===== src/rtl/sram_fifo_ctrl_pkg.sv =====
// Shared types for the SRAM-backed FIFO controller: output buffer state
// encodings and a helper that turns a buffer state into an occupancy.
package sram_fifo_ctrl_pkg;

  typedef enum logic [1:0] {
    OB_EMPTY = 2'd0,
    OB_ONE   = 2'd1,
    OB_TWO   = 2'd2
  } outbuf_state_e;

  function automatic logic [1:0] outbuf_fill(input outbuf_state_e s);
    case (s)
      OB_ONE:  return 2'd1;
      OB_TWO:  return 2'd2;
      default: return 2'd0;
    endcase
  endfunction

endpackage


===== src/rtl/sram_fifo_ctrl_if.sv =====
// Bundle of the push/pop handshakes, the occupancy count and the dual-port
// SRAM bus. The master side is the FIFO controller; the slave side is the
// producer, consumer and SRAM around it.
interface sram_fifo_ctrl_if #(
  parameter int ADDRW = 8,
  parameter int DATAW = 8
);

  logic             in_valid;
  logic             in_ready;
  logic [DATAW-1:0] in_data;
  logic             out_valid;
  logic             out_ready;
  logic [DATAW-1:0] out_data;
  logic [ADDRW+1:0] count;
  logic             sram_wr_en;
  logic [ADDRW-1:0] sram_wr_addr;
  logic [DATAW-1:0] sram_wr_data;
  logic             sram_rd_en;
  logic [ADDRW-1:0] sram_rd_addr;
  logic [DATAW-1:0] sram_rd_data;

  modport master (
    input  in_valid, in_data, out_ready, sram_rd_data,
    output in_ready, out_valid, out_data, count,
           sram_wr_en, sram_wr_addr, sram_wr_data,
           sram_rd_en, sram_rd_addr
  );

  modport slave (
    output in_valid, in_data, out_ready, sram_rd_data,
    input  in_ready, out_valid, out_data, count,
           sram_wr_en, sram_wr_addr, sram_wr_data,
           sram_rd_en, sram_rd_addr
  );

endinterface


===== src/rtl/sram_fifo_ctrl_outbuf.sv =====
// Two-entry head/skid buffer that sits after the SRAM read port. The head
// register feeds out_data; the skid register catches a read that lands while
// the head is still waiting to be popped.
module fifo_outbuf
  import sram_fifo_ctrl_pkg::*;
#(
  parameter int DATAW = 8
) (
  input  logic             clk,
  input  logic             rst_n,
  input  logic             cap,
  input  logic [DATAW-1:0] cap_data,
  input  logic             pop,
  output logic             valid,
  output logic [DATAW-1:0] head,
  output logic [1:0]       buf_cnt
);

  outbuf_state_e    state_q, state_d;
  logic [DATAW-1:0] head_q, head_d;
  logic [DATAW-1:0] skid_q, skid_d;

  // Next state and data moves: capture fills head first, then skid; a pop
  // promotes the skid (or a same-cycle capture) into the head.
  always_comb begin
    state_d = state_q;
    head_d  = head_q;
    skid_d  = skid_q;
    case (state_q)
      OB_EMPTY: begin
        if (cap) begin
          state_d = OB_ONE;
          head_d  = cap_data;
        end
      end
      OB_ONE: begin
        if (pop && cap) begin
          head_d = cap_data;
        end else if (pop) begin
          state_d = OB_EMPTY;
        end else if (cap) begin
          state_d = OB_TWO;
          skid_d  = cap_data;
        end
      end
      OB_TWO: begin
        if (pop) begin
          state_d = OB_ONE;
          head_d  = skid_q;
        end
      end
      default: state_d = OB_EMPTY;
    endcase
  end

  // State register; reset empties the buffer.
  always_ff @(posedge clk) begin
    if (!rst_n) begin
      state_q <= OB_EMPTY;
    end else begin
      state_q <= state_d;
    end
  end

  // Payload registers carry no reset since state marks them invalid.
  always_ff @(posedge clk) begin
    head_q <= head_d;
    skid_q <= skid_d;
  end

  assign valid   = (state_q != OB_EMPTY);
  assign head    = head_q;
  assign buf_cnt = outbuf_fill(state_q);

  // The read-issue rule in the controller never lets a read land on a full buffer.
  assert property (@(posedge clk) disable iff (!rst_n) !(cap && (state_q == OB_TWO)));

endmodule


===== src/rtl/sram_fifo_ctrl.sv =====
// FIFO controller around an external dual-port SRAM. Pushes become SRAM
// writes at wptr; reads are issued early enough that a two-entry output
// buffer hides the one-cycle read latency and the pop side drains one
// entry per cycle.
module sram_fifo_ctrl
  import sram_fifo_ctrl_pkg::*;
#(
  parameter int ADDRW = 8,
  parameter int DATAW = 8
) (
  input  logic              clk,
  input  logic              rst_n,
  sram_fifo_ctrl_if.master  bus
);

  localparam logic [ADDRW:0] FULL_CNT = {1'b1, {ADDRW{1'b0}}};

  logic [ADDRW-1:0] wptr_q, wptr_d;
  logic [ADDRW-1:0] rptr_q, rptr_d;
  logic [ADDRW:0]   sram_cnt_q, sram_cnt_d;
  logic             inflight_q, inflight_d;

  logic             in_ready;
  logic             push;
  logic             pop;
  logic             rd_issue;
  logic [2:0]       occ_after;
  logic             out_valid;
  logic [DATAW-1:0] out_data;
  logic [1:0]       buf_cnt;

  // Handshakes, read issue and pointer/count updates. A read is only issued
  // when the landing data is guaranteed a buffer slot, counting a pop this
  // cycle as freeing one. sram_cnt is the registered value, so an entry
  // written this cycle is not yet eligible for reading.
  always_comb begin
    in_ready   = rst_n & (sram_cnt_q != FULL_CNT);
    push       = bus.in_valid & in_ready;
    pop        = out_valid & bus.out_ready;
    occ_after  = {1'b0, buf_cnt} + {2'b00, inflight_q} - {2'b00, pop};
    rd_issue   = rst_n & (sram_cnt_q != '0) & (occ_after < 3'd2);
    wptr_d     = wptr_q;
    rptr_d     = rptr_q;
    sram_cnt_d = sram_cnt_q;
    inflight_d = rd_issue;
    if (push) begin
      wptr_d = wptr_q + ADDRW'(1);
    end
    if (rd_issue) begin
      rptr_d = rptr_q + ADDRW'(1);
    end
    case ({push, rd_issue})
      2'b10:   sram_cnt_d = sram_cnt_q + (ADDRW+1)'(1);
      2'b01:   sram_cnt_d = sram_cnt_q - (ADDRW+1)'(1);
      default: sram_cnt_d = sram_cnt_q;
    endcase
  end

  // Pointer, SRAM occupancy and in-flight registers; reset drops everything
  // including a read whose data is still on its way.
  always_ff @(posedge clk) begin
    if (!rst_n) begin
      wptr_q     <= '0;
      rptr_q     <= '0;
      sram_cnt_q <= '0;
      inflight_q <= 1'b0;
    end else begin
      wptr_q     <= wptr_d;
      rptr_q     <= rptr_d;
      sram_cnt_q <= sram_cnt_d;
      inflight_q <= inflight_d;
    end
  end

  fifo_outbuf #(
    .DATAW (DATAW)
  ) u_outbuf (
    .clk      (clk),
    .rst_n    (rst_n),
    .cap      (inflight_q),
    .cap_data (bus.sram_rd_data),
    .pop      (pop),
    .valid    (out_valid),
    .head     (out_data),
    .buf_cnt  (buf_cnt)
  );

  assign bus.in_ready     = in_ready;
  assign bus.out_valid    = out_valid;
  assign bus.out_data     = out_data;
  assign bus.count        = {1'b0, sram_cnt_q}
                          + {{(ADDRW+1){1'b0}}, inflight_q}
                          + {{ADDRW{1'b0}}, buf_cnt};
  assign bus.sram_wr_en   = push;
  assign bus.sram_wr_addr = wptr_q;
  assign bus.sram_wr_data = bus.in_data;
  assign bus.sram_rd_en   = rd_issue;
  assign bus.sram_rd_addr = rptr_q;

endmodule


===== src/flat_wrapper.sv =====
// flat-port wrapper written by rule: the top's interface ports become plain ports
module sram_fifo_ctrl_flat import sram_fifo_ctrl_pkg::*;
#(
  parameter int ADDRW = 8,
  parameter int DATAW = 8
)
  (clk, rst_n, bus_in_valid, bus_in_data, bus_out_ready, bus_sram_rd_data, bus_in_ready, bus_out_valid, bus_out_data, bus_count, bus_sram_wr_en, bus_sram_wr_addr, bus_sram_wr_data, bus_sram_rd_en, bus_sram_rd_addr);
  sram_fifo_ctrl_if #(.ADDRW(ADDRW), .DATAW(DATAW)) bus_i ();
  input  logic clk;
  input  logic rst_n;
  input wire logic [$bits(bus_i.in_valid)-1:0] bus_in_valid;
  input wire logic [$bits(bus_i.in_data)-1:0] bus_in_data;
  input wire logic [$bits(bus_i.out_ready)-1:0] bus_out_ready;
  input wire logic [$bits(bus_i.sram_rd_data)-1:0] bus_sram_rd_data;
  output wire logic [$bits(bus_i.in_ready)-1:0] bus_in_ready;
  output wire logic [$bits(bus_i.out_valid)-1:0] bus_out_valid;
  output wire logic [$bits(bus_i.out_data)-1:0] bus_out_data;
  output wire logic [$bits(bus_i.count)-1:0] bus_count;
  output wire logic [$bits(bus_i.sram_wr_en)-1:0] bus_sram_wr_en;
  output wire logic [$bits(bus_i.sram_wr_addr)-1:0] bus_sram_wr_addr;
  output wire logic [$bits(bus_i.sram_wr_data)-1:0] bus_sram_wr_data;
  output wire logic [$bits(bus_i.sram_rd_en)-1:0] bus_sram_rd_en;
  output wire logic [$bits(bus_i.sram_rd_addr)-1:0] bus_sram_rd_addr;
  assign bus_i.in_valid = bus_in_valid;
  assign bus_i.in_data = bus_in_data;
  assign bus_i.out_ready = bus_out_ready;
  assign bus_i.sram_rd_data = bus_sram_rd_data;
  assign bus_in_ready = bus_i.in_ready;
  assign bus_out_valid = bus_i.out_valid;
  assign bus_out_data = bus_i.out_data;
  assign bus_count = bus_i.count;
  assign bus_sram_wr_en = bus_i.sram_wr_en;
  assign bus_sram_wr_addr = bus_i.sram_wr_addr;
  assign bus_sram_wr_data = bus_i.sram_wr_data;
  assign bus_sram_rd_en = bus_i.sram_rd_en;
  assign bus_sram_rd_addr = bus_i.sram_rd_addr;
  sram_fifo_ctrl #(.ADDRW(ADDRW), .DATAW(DATAW)) u_core (.clk(clk), .rst_n(rst_n), .bus(bus_i));
endmodule

===== config.mk =====
export PLATFORM = sky130hd
export DESIGN_NAME = sram_fifo_ctrl_flat
export DESIGN_NICKNAME = d
export VERILOG_FILES = /design/src/rtl/sram_fifo_ctrl_pkg.sv /design/src/rtl/sram_fifo_ctrl_if.sv /design/src/rtl/sram_fifo_ctrl_outbuf.sv /design/src/rtl/sram_fifo_ctrl.sv /design/src/flat_wrapper.sv
export SDC_FILE = /design/constraint.sdc
export NUM_CORES = 1
export LEC_CHECK = 0
export BUFFER_PORTS_ARGS = -buffer_cell sky130_fd_sc_hd__buf_2
export CAP_MARGIN = 25
export CORE_AREA = 2 2 96 71
export CTS_BUF_LIST = sky130_fd_sc_hd__clkbuf_8
export CTS_CLUSTER_SIZE = 14
export DETAILED_ROUTE_END_ITERATION = 7
export DIE_AREA = 0 0 98 73
export PLACE_DENSITY = 0.72
export SLEW_MARGIN = 15
export SYNTH_ARGS = -nofsm -noshare
export SYNTH_HDL_FRONTEND = slang
export SYNTH_SLANG_ARGS = --single-unit

===== constraint.sdc =====
create_clock -name clk -period 3.5 [get_ports clk]
set_clock_uncertainty 0.1 [all_clocks]
set_input_delay 0.7 -clock clk [delete_from_list [all_inputs] [get_ports clk]]
set_output_delay 0.7 -clock clk [all_outputs]
set_load 0.005 [all_outputs]

# After elaboration in Yosys (flattened, before gate mapping)
# Cells that the tools add are included.
dict set report word_totals {
  mem_bits_rw 0
  wordCells 54
  latch_bits 0
  rom_bits 0
  regBits 44
  memories 0
}
dict set report op_classes {
  n_eq_ne 10
  n_div 0
  n_reduce_logical 9
  n_addsub 8
  multipliers 0
  shift 0
  n_mux 12
  n_bitwise 7
  n_lt_le_gt_ge 1
}
# operator n
set op_table {}
lappend op_table {{8-bit two-way mux} 3}
lappend op_table {{8-bit one-hot mux with 3 select lines} 1}
lappend op_table {{9-bit one-hot mux with 2 select lines} 1}
lappend op_table {{8-bit by 1-bit adder with 8-bit output, second input constant} 2}
lappend op_table {{4-bit AND reduction} 3}
lappend op_table {{10-bit by 2-bit adder with 10-bit output} 1}
lappend op_table {{9-bit by 1-bit adder with 10-bit output} 1}
lappend op_table {{2-bit two-way mux} 5}
lappend op_table {{9-bit by 1-bit adder with 9-bit output, second input constant} 1}
lappend op_table {{9-bit inequality test, second input constant} 1}
lappend op_table {{9-bit nonzero test} 1}
lappend op_table {{9-bit by 1-bit subtractor with 9-bit output, second input constant} 1}
lappend op_table {{2-bit inequality test, second input constant} 3}
lappend op_table {{2-bit one-hot mux with 3 select lines} 1}
lappend op_table {{1-bit bitwise AND} 5}
lappend op_table {{2-bit by 1-bit equality test with 1-bit output, second input constant} 2}
lappend op_table {{2-bit equality test, second input constant} 2}
lappend op_table {{2-bit one-hot mux with 2 select lines} 1}
lappend op_table {{2-bit nonzero test} 2}
lappend op_table {{2-bit by 1-bit adder with 3-bit output} 1}
lappend op_table {{3-bit by 2-bit less-than comparator with 1-bit output, second input constant} 1}
lappend op_table {{3-bit by 2-bit inequality test with 1-bit output, second input constant} 1}
lappend op_table {{3-bit nonzero test} 1}
lappend op_table {{3-bit by 1-bit subtractor with 3-bit output} 1}
lappend op_table {{4 further kinds} 5}

# Depth between registers and ports, before layout
# Gate-level depths: netlist of run 1.
dict set report logic_depth {
  depth_word 8
  depth_mapped 14
  ltp_nobuf 13
}

# Cells and area by module
# From an unflattened synthesis of run 1, not the netlist that was laid out.
dict set report unflattened {
  hier_cells 233
  area_unflattened_um2 2478.6
}
# mod cells_each n_inst area_each_um2
set by_module_without_submodules {}
lappend by_module_without_submodules {sram_fifo_ctrl 193 1 1730.4}
lappend by_module_without_submodules {fifo_outbuf 40 1 748.2}

# Worst setup path after synthesis of run 1
# No wires, ideal clock.
dict set report synth_timing {
  path_kind {input to register}
  from {input bus_out_ready}
  to {register u_core.sram_cnt_q[8]}
  setup_time_ns 0.072
  n_path_buf 1
  path_slack_ns -0.169
  stages 13
  t_required_ns 3.328
  arrival_time_ns 3.498
  cell_sequence {inv_1 nor3b_1 fa_1 and2_1 and3_1 buf_6 ha_1 ha_1 a21o_1 a31o_2 a21oi_1 mux2i_1 mux2i_1}
}
dict set report synth_between {
  elab_chain_cells 6
  word_cells_on_any_way 8
  classes_between {add/sub: 1; order compare: 1; eq/ne: 2; mux: 1; bitwise: 2; reduce/logical: 1}
}
# element line_no
set synth_rtl {}
lappend synth_rtl {{start: declaration} flat_wrapper.sv:13} ;# input wire logic [$bits(bus_i.out_ready)-1:0] bus_out_ready;
lappend synth_rtl {{1-bit bitwise AND (*)} sram_fifo_ctrl.sv:39} ;# pop = out_valid & bus.out_ready;
lappend synth_rtl {{3-bit by 1-bit subtractor with 3-bit output (*)} sram_fifo_ctrl.sv:40} ;# occ_after = {1'b0, buf_cnt} + {2'b00, inflight_q} - {2'b00, pop};
lappend synth_rtl {{3-bit by 2-bit less-than comparator with 1-bit output (*)} sram_fifo_ctrl.sv:41} ;# rd_issue = rst_n & (sram_cnt_q != '0) & (occ_after < 3'd2);
lappend synth_rtl {{1-bit bitwise AND (*)} sram_fifo_ctrl.sv:41}
lappend synth_rtl {{via bus_sram_rd_en} flat_wrapper.sv:22} ;# output wire logic [$bits(bus_i.sram_rd_en)-1:0] bus_sram_rd_en;
lappend synth_rtl {{2-bit by 1-bit equality test with 1-bit output or 2-bit equality test (tied branches)} sram_fifo_ctrl.sv:52} ;# case ({push, rd_issue})
lappend synth_rtl {{9-bit one-hot mux with 2 select lines or 2-bit nonzero test (tied branches)} -}
lappend synth_rtl {{end signal: assignment} sram_fifo_ctrl.sv:70} ;# sram_cnt_q <= sram_cnt_d;
lappend synth_rtl {{end: declaration} sram_fifo_ctrl.sv:20} ;# logic [ADDRW:0] sram_cnt_q, sram_cnt_d;
# The timed path passes the listed nets; every way through them passes the cells marked *.
# A chain may end at the register's enable or synchronous reset.

# Worst setup path in the final report of run 1
dict set report layout_timing {
  from {register u_core.u_outbuf.state_q[0]}
  to {register u_core.sram_cnt_q[8]}
}
dict set report layout_between {
  elab_chain_cells 8
  word_cells_on_any_way 13
  classes_between {add/sub: 2; order compare: 1; eq/ne: 4; mux: 2; bitwise: 2; reduce/logical: 2}
}
# element line_no
set layout_rtl {}
lappend layout_rtl {{start: declaration} sram_fifo_ctrl_outbuf.sv:19} ;# outbuf_state_e state_q, state_d;
lappend layout_rtl {{start signal: assignment} sram_fifo_ctrl_outbuf.sv:61} ;# state_q <= state_d;
lappend layout_rtl {{2-bit equality test or 2-bit by 1-bit equality test with 1-bit output (tied branches)} sram_fifo_ctrl_pkg.sv:12} ;# case (s)
lappend layout_rtl {{2-bit one-hot mux with 2 select lines} sram_fifo_ctrl_pkg.sv:12}
lappend layout_rtl {{2-bit by 1-bit adder with 3-bit output} sram_fifo_ctrl.sv:40}
lappend layout_rtl {{3-bit by 1-bit subtractor with 3-bit output (*)} sram_fifo_ctrl.sv:40}
lappend layout_rtl {{3-bit by 2-bit less-than comparator with 1-bit output (*)} sram_fifo_ctrl.sv:41}
lappend layout_rtl {{1-bit bitwise AND (*)} sram_fifo_ctrl.sv:41}
lappend layout_rtl {{2-bit by 1-bit equality test with 1-bit output or 2-bit equality test (tied branches)} sram_fifo_ctrl.sv:52}
lappend layout_rtl {{9-bit one-hot mux with 2 select lines or 2-bit nonzero test (tied branches)} -}
# Mark *: on every way between the ends. The rest lies on a longest branch, timed or not.

==> results of run 1 <==
power breakdown:
group / total, uW / internal [uW] / switching, uW
Sequential: 761 / 632 / 129
Clock: 393 / 215 / 178
Combinational: 1150 / 599 / 547
through the flow:
stage / power [uW] / instance area (um2) / setup TNS [ns] / instances / setup slack [ns]
after floorplan: 1485 / 2451 / 0 / 238 / 0.04921
final: 2299 / 2969 / 0 / 380 / 0.2104
after global routing: 2481 / 2969 / 0 / 380 / 0.008073
after CTS: 2302 / 2955 / 0 / 380 / 0.02939
after detailed placement: 1903 / 2840 / -0.5884 / 372 / -0.1560
after global placement: 1873 / 2840 / -0.1340 / 372 / -0.06061
registers in the layout (all words and copies together), names as in the netlist:
register / count
u_core.inflight_q: 1
u_core.u_outbuf.state_q: 2
u_core.bus.sram_rd_addr: 8
u_core.u_outbuf.skid_q: 8
u_core.u_outbuf.head: 8
u_core.bus.sram_wr_addr: 8
u_core.sram_cnt_q: 9
routing by layer:
layer	wire length (um)	vias up	GRT usage
li1	-	959	-
met1	2444	879	0.1889
met2	2140	36	0.2108
met3	269	2	0.04598
met4	6	0	0.04167
met5	0	-	0
cells by family (layout without fill, tap and decap cells):
| logic type | Yosys count | after routing | synth area share |
|---|---|---|---|
| flops | 44 | 44 | 0.4300 |
| fa+ha+maj | 15 | 15 | 0.08992 |
| buf+inv | 22 | 83 | 0.05220 |
| simple gates | 90 | 90 | 0.1985 |
| compound gates | 27 | 27 | 0.06822 |
| xor+xnor | 22 | 22 | 0.08269 |
| mux | 18 | 18 | 0.07856 |
critical path: stages, from the launching register on:
cell and delay (ns):
dfxtp_2 0.35, or2_2 0.30, nor3b_2 0.17, fa_1 0.44
xnor2_2 0.20, and3_4 0.22, ha_4 0.17, inv_1 0.07
fa_2 0.33, nand2b_1 0.16, a21oi_2 0.20, a21oi_1 0.11
mux2i_1 0.19, mux2i_1 0.19
cell usage in the layout (no fill, tap or decap), drive strengths merged, types with 2 or more instances in the layout:
| cell | synthesis | final |
|---|---|---|
| buf | 14 | 68 |
| dfxtp | 28 | 28 |
| nor2 | 26 | 26 |
| nand2 | 17 | 17 |
| edfxtp | 16 | 16 |
| nand4 | 12 | 12 |
| xor2 | 11 | 11 |
| xnor2 | 11 | 11 |
| ha | 11 | 11 |
| nand3 | 10 | 10 |
| mux2i | 10 | 10 |
| a21oi | 10 | 10 |
| mux2 | 8 | 8 |
| inv | 7 | 8 |
| and3 | 7 | 7 |
| nand2b | 6 | 6 |
| clkbuf | 1 | 5 |
| o21ai | 4 | 4 |
| fa | 4 | 4 |
| and2 | 3 | 3 |
| a31oi | 3 | 3 |
| a21o | 3 | 3 |
| o21a | 3 | 3 |
| nor4 | 2 | 2 |
| nor2b | 2 | 2 |
path summary, 6_finish.rpt:
check	end	startpoint	slack (ns)	cells past startpoint
setup / recovery	u_core.sram_cnt_q[8]	u_core.u_outbuf.state_q[0]	0.21	13
hold / removal	u_core.bus.sram_rd_addr[6]	u_core.bus.sram_rd_addr[6]	0.39	1
setup reg to reg	u_core.sram_cnt_q[8]	u_core.u_outbuf.state_q[0]	0.21	13
hold reg to reg	u_core.bus.sram_rd_addr[6]	u_core.bus.sram_rd_addr[6]	0.39	1
area by class of cell:
cell class / count / area, um2
Clock buffer: 5 / 68.82
Clock inverter: 3 / 46.29
Fill cell: 589 / 3381
Inverter: 7 / 26.28
Multi-Input combinational cell: 172 / 1295
Sequential cell: 44 / 1044
Tap cell: 81 / 101.3
Timing Repair Buffer: 68 / 387.9
==> results.ini, run 1 <==
[sta]
finalCritPeriodShare = 0.9399
fin_crit_ns = 3.290
fmax_mhz = 304.0
hold_slack_ns = 0.3899
setup_viol = 0
grt_setup_unrepaired = false
finalHoldViolations = 0
slew_violations = 0
tightest_slew_ns = 0.8375
slew-limit-headroom = 0.4417

[floorplanning]
rows = 25
fp.dieArea_um2 = 7154
die_width_um = 98
io_pins = 66
initial_core_util = 0.3813
core_area_um2 = 6350
die_h_um = 73

[global_routing]
grt_usage = 0.1385
antenna_found_initial = 0
grt_pass1_vias = 1703
grt-ovfl-total = 0
grt_max_degree = 16
grt_pass1_wl_um = 7893

[routing]
drt_first_iter_violations = 43
wl_per_cell_um = 12.79
wl_um = 4860
viasPerCell = 4.937
drcViolationCount = 0
drtPass1Iterations = 5
detail-route-antenna-nets = 0
vias = 1876

[yosys]
synthArstFlopShare = 0
yosysUniqueCellTypes = 39
yosysWarnings = 0
ys_seq_area_frac = 0.4300
post-synth-top-count-cell = dfxtp_1
yosysTopAreaCellShare = 0.2315
yosysTopAreaCell = dfxtp_1
synth_common_cells = 28 x dfxtp_1, 26 x nor2_1, 17 x nand2_1, 16 x edfxtp_1, 12 x nand4_1
synth_edf_count = 16
syn_nets = 273
synth.cell_area_um2 = 2421
netlist_instances = 238
ys_ff_latch = 44
synth.top_cells.by_area = dfxtp_1 23%, edfxtp_1 20%, ha_1 5.7%
synthFlopType = dfxtp_1
syn_avg_cell_area_um2 = 10.17

[cts]
post_cts_resized = 0
htreeDepth = 2
cts_buffers = 5
cts_tree = built
clkSinkCount = 44
postCtsSetupRepairBufs = 0
cts_root_buf = clkbuf_8
clk_pin_slew_ns = 0.09
hold_buffers = 0
cts_buffer_depth = 2
clock_latency_ns = 0.30

[worst_hold_path]
hp-class = reg -> reg

[setup_path]
critical_path_class = reg -> reg
crit_required_ns = 3.63
path_max_fanout = 6
cp-end-kind = register
critPathArrivalTime_ns = 3.42
worstSetupStartpointType = register

[placement]
place_hpwl_um = 3659
portBuffers = 49
place_congestion = 0.8403

[flow_run]
cap_violations = 0

[final_layout]
utilization = 0.4676
layout-area-overhead-vs-synth_pct = 22.64
antenna_cells = 0
drive_above_1_share = 0.3278
final_nets = 333

[status]
status = completed

[power]
p_leak_uw = 0.001339
max-vdd-ir-drop_mv = 0.3182
powerDensity_nw_per_um2 = 774.2

Power figures use the tool's default switching activity.
==> inputs of run 2 (changes only) <==
==> constraint.sdc (replaced) <==
create_clock -name clk -period 3.5 [get_ports clk]
set_clock_uncertainty 0.1 [all_clocks]
set_input_delay 0 -clock clk [delete_from_list [all_inputs] [get_ports clk]]
set_output_delay 0 -clock clk [all_outputs]
set_load 0.005 [all_outputs]
==> run 2 against run 1 <==
Effect of this change: hold slack lost 0.24 ns; cell area grew 3.4%; non-clock buffer count grew 9; global-route usage grew 1.2 points; first-iteration DRC count grew 150%; register-to-register slack lost 0.11 ns; total power shrank 6.5%; sequential share of layout area shrank 1.1 points; clock power shrank 17%; largest power group unchanged; sequential cell count is the same.
==> results.ini, run 2 (synthesis gave the netlist of run 1 again) <==
[status]
status = completed

[power]
max-vdd-ir-drop_mv = 0.2783  ; -13%
p_leak_uw = 0.001368  ; +2.2%
powerDensity_nw_per_um2 = 699.6  ; -9.6%
total_power_uw = 2148  ; -6.5%

[cts]
cts_buffers = 5  ; unchanged
clkSinkCount = 44  ; unchanged
htreeDepth = 2  ; unchanged
clk_pin_slew_ns = 0.09  ; about the same
cts_buffer_depth = 2  ; unchanged
cts_tree = built
clock_latency_ns = 0.30  ; about the same
cts_root_buf = clkbuf_8

[placement]
place_hpwl_um = 3725  ; +1.8%
portBuffers = 49  ; unchanged
post-place-cells = 360  ; -3.2%
place_area_um2 = 2723  ; -4.1%
place_congestion = 0.9034  ; +7.5%

[final_layout]
final_nets = 342  ; +2.7%
largest_reg_flops = 9  ; unchanged
utilization = 0.4835  ; +0.01596
fin_cells = 389  ; +2.4%
antenna_cells = 0  ; unchanged
drive_above_1_share = 0.3052  ; -0.02256
final_cell_mix = 49 x buf_2, 27 x dfxtp_1, 26 x nor2_1
layout-area-overhead-vs-synth_pct = 26.82
fillers = 623  ; +5.8%
regMostFlops = u_core.sram_cnt_q
finalInstanceArea_um2 = 3070  ; +3.4%
final_common_cell = buf_2

[sta]
setup_viol = 0  ; unchanged
finalHoldViolations = 0  ; unchanged
finalCritPeriodShare = 0.9708  ; +0.03086
fmax_mhz = 294.3  ; -3.2%
fin_crit_ns = 3.398  ; +0.1080 ns
tightest_slew_ns = 0.8647  ; +0.02715 ns
slew-limit-headroom = 0.4236  ; -0.01810
slew_violations = 0  ; unchanged
tns_ns = 0  ; unchanged

[routing]
drcViolationCount = 0  ; unchanged
detail-route-antenna-nets = 0  ; unchanged
viasPerCell = 5.010  ; +1.5%
drt_first_iter_violations = 106  ; +150%
wl_um = 5211  ; +7.2%
drtPass1Iterations = 4  ; -1
wl_per_cell_um = 13.40  ; +4.7%
vias = 1949  ; +3.9%

[setup_path]
worstSetupStartpointType = register
path_max_fanout = 7  ; +1
crit_required_ns = 3.63  ; about the same
cp-end-kind = register
r2r_setup_slack_ns = 0.10  ; -0.11 ns
critPathArrivalTime_ns = 3.53  ; +0.11 ns
critical_path_class = reg -> reg

[global_routing]
grt_pass1_wl_um = 8659  ; +9.7%
antenna_found_initial = 0  ; unchanged
grt_pass1_vias = 1824  ; +7.1%
grt-ovfl-total = 0  ; unchanged
grt_usage = 0.1507  ; +0.01220
grt_max_degree = 19  ; +3

[floorplanning]
die_h_um = 73  ; unchanged
die_width_um = 98  ; unchanged
fp.dieArea_um2 = 7154  ; unchanged
initial_core_util = 0.3813  ; unchanged
rows = 25  ; unchanged
io_pins = 66  ; unchanged
core_area_um2 = 6350  ; unchanged

[worst_hold_path]
hp-class = in -> reg

[flow_run]
cap_violations = 0  ; unchanged

-- run 2: worst paths after layout --
kind / start / endpoint / cells past startpoint
worst max-delay path: u_core.u_outbuf.state_q[0] / u_core.sram_cnt_q[8] / 12
worst min register to register: u_core.bus.sram_rd_addr[6] / u_core.bus.sram_rd_addr[6] / 1
worst min-delay path: bus_in_valid / u_core.bus.sram_wr_addr[1] / 6
worst max register to register: u_core.u_outbuf.state_q[0] / u_core.sram_cnt_q[8] / 12
-- run 2: power breakdown --
group / total, uW / leakage (uW) / internal [uW] / switching (uW)
sequential: 759 / 0.000375 / 633 / 126
combinational: 1060 / 0.000953 / 521 / 543
clock: 325 / 0.0000404 / 141 / 183
total: 2150 / 0.00137 / 1300 / 853
-- run 2: metrics by stage --
stage          worst slack [ns]  hold slack (ns)
4_1_cts                 0.03032           0.1402
5_1_grt                -0.03258           0.2039
6_report                 0.1024           0.1473
2_1_floorplan           0.05794         -0.01918
3_5_place_dp           -0.04431         -0.09997
3_3_place_gp             0.1236         -0.09997
-- run 2: layout make-up --
class,instances,area [um2],share of cell area
clock buffer,5,68.82,0.02241
clock inverter,3,23.77,0.007742
inverter,7,26.28,0.008557
multi-input combinational,172,1305,0.4250
sequential,44,1045,0.3403
tap,81,101.3,0.03301
timing repair buffer,77,500.5,0.1630
-- run 2: critical path: stages, from the launching register on --
cell     delay, ns
dfxtp_4       0.37
or2_2         0.30
nor3b_2       0.17
fa_2          0.55
and2_4        0.16
and3_4        0.21
ha_4          0.17
ha_2          0.31
a21o_1        0.18
a31o_2        0.25
a21oi_2       0.12
mux2i_1       0.23
mux2i_1       0.19
-- run 2: what timing repair did --
action / 4_1_cts / 5_1_grt
resized for setup: 2 / 13
endpoints found under the hold margin: 26 / 0
pin swaps: 0 / 2
endpoints found under the setup margin: 3 / 6
buffers inserted: 0 / 3
hold buffers: 18 / 0
-- run 2: layer usage --
metal / wire (um) / GRT usage / vias up
met5: 0 / 0 / -
met4: 30 / 0.03549 / 0
met3: 400 / 0.05460 / 4
met2: 2244 / 0.2199 / 71
met1: 2536 / 0.2139 / 908
li1: - / - / 966
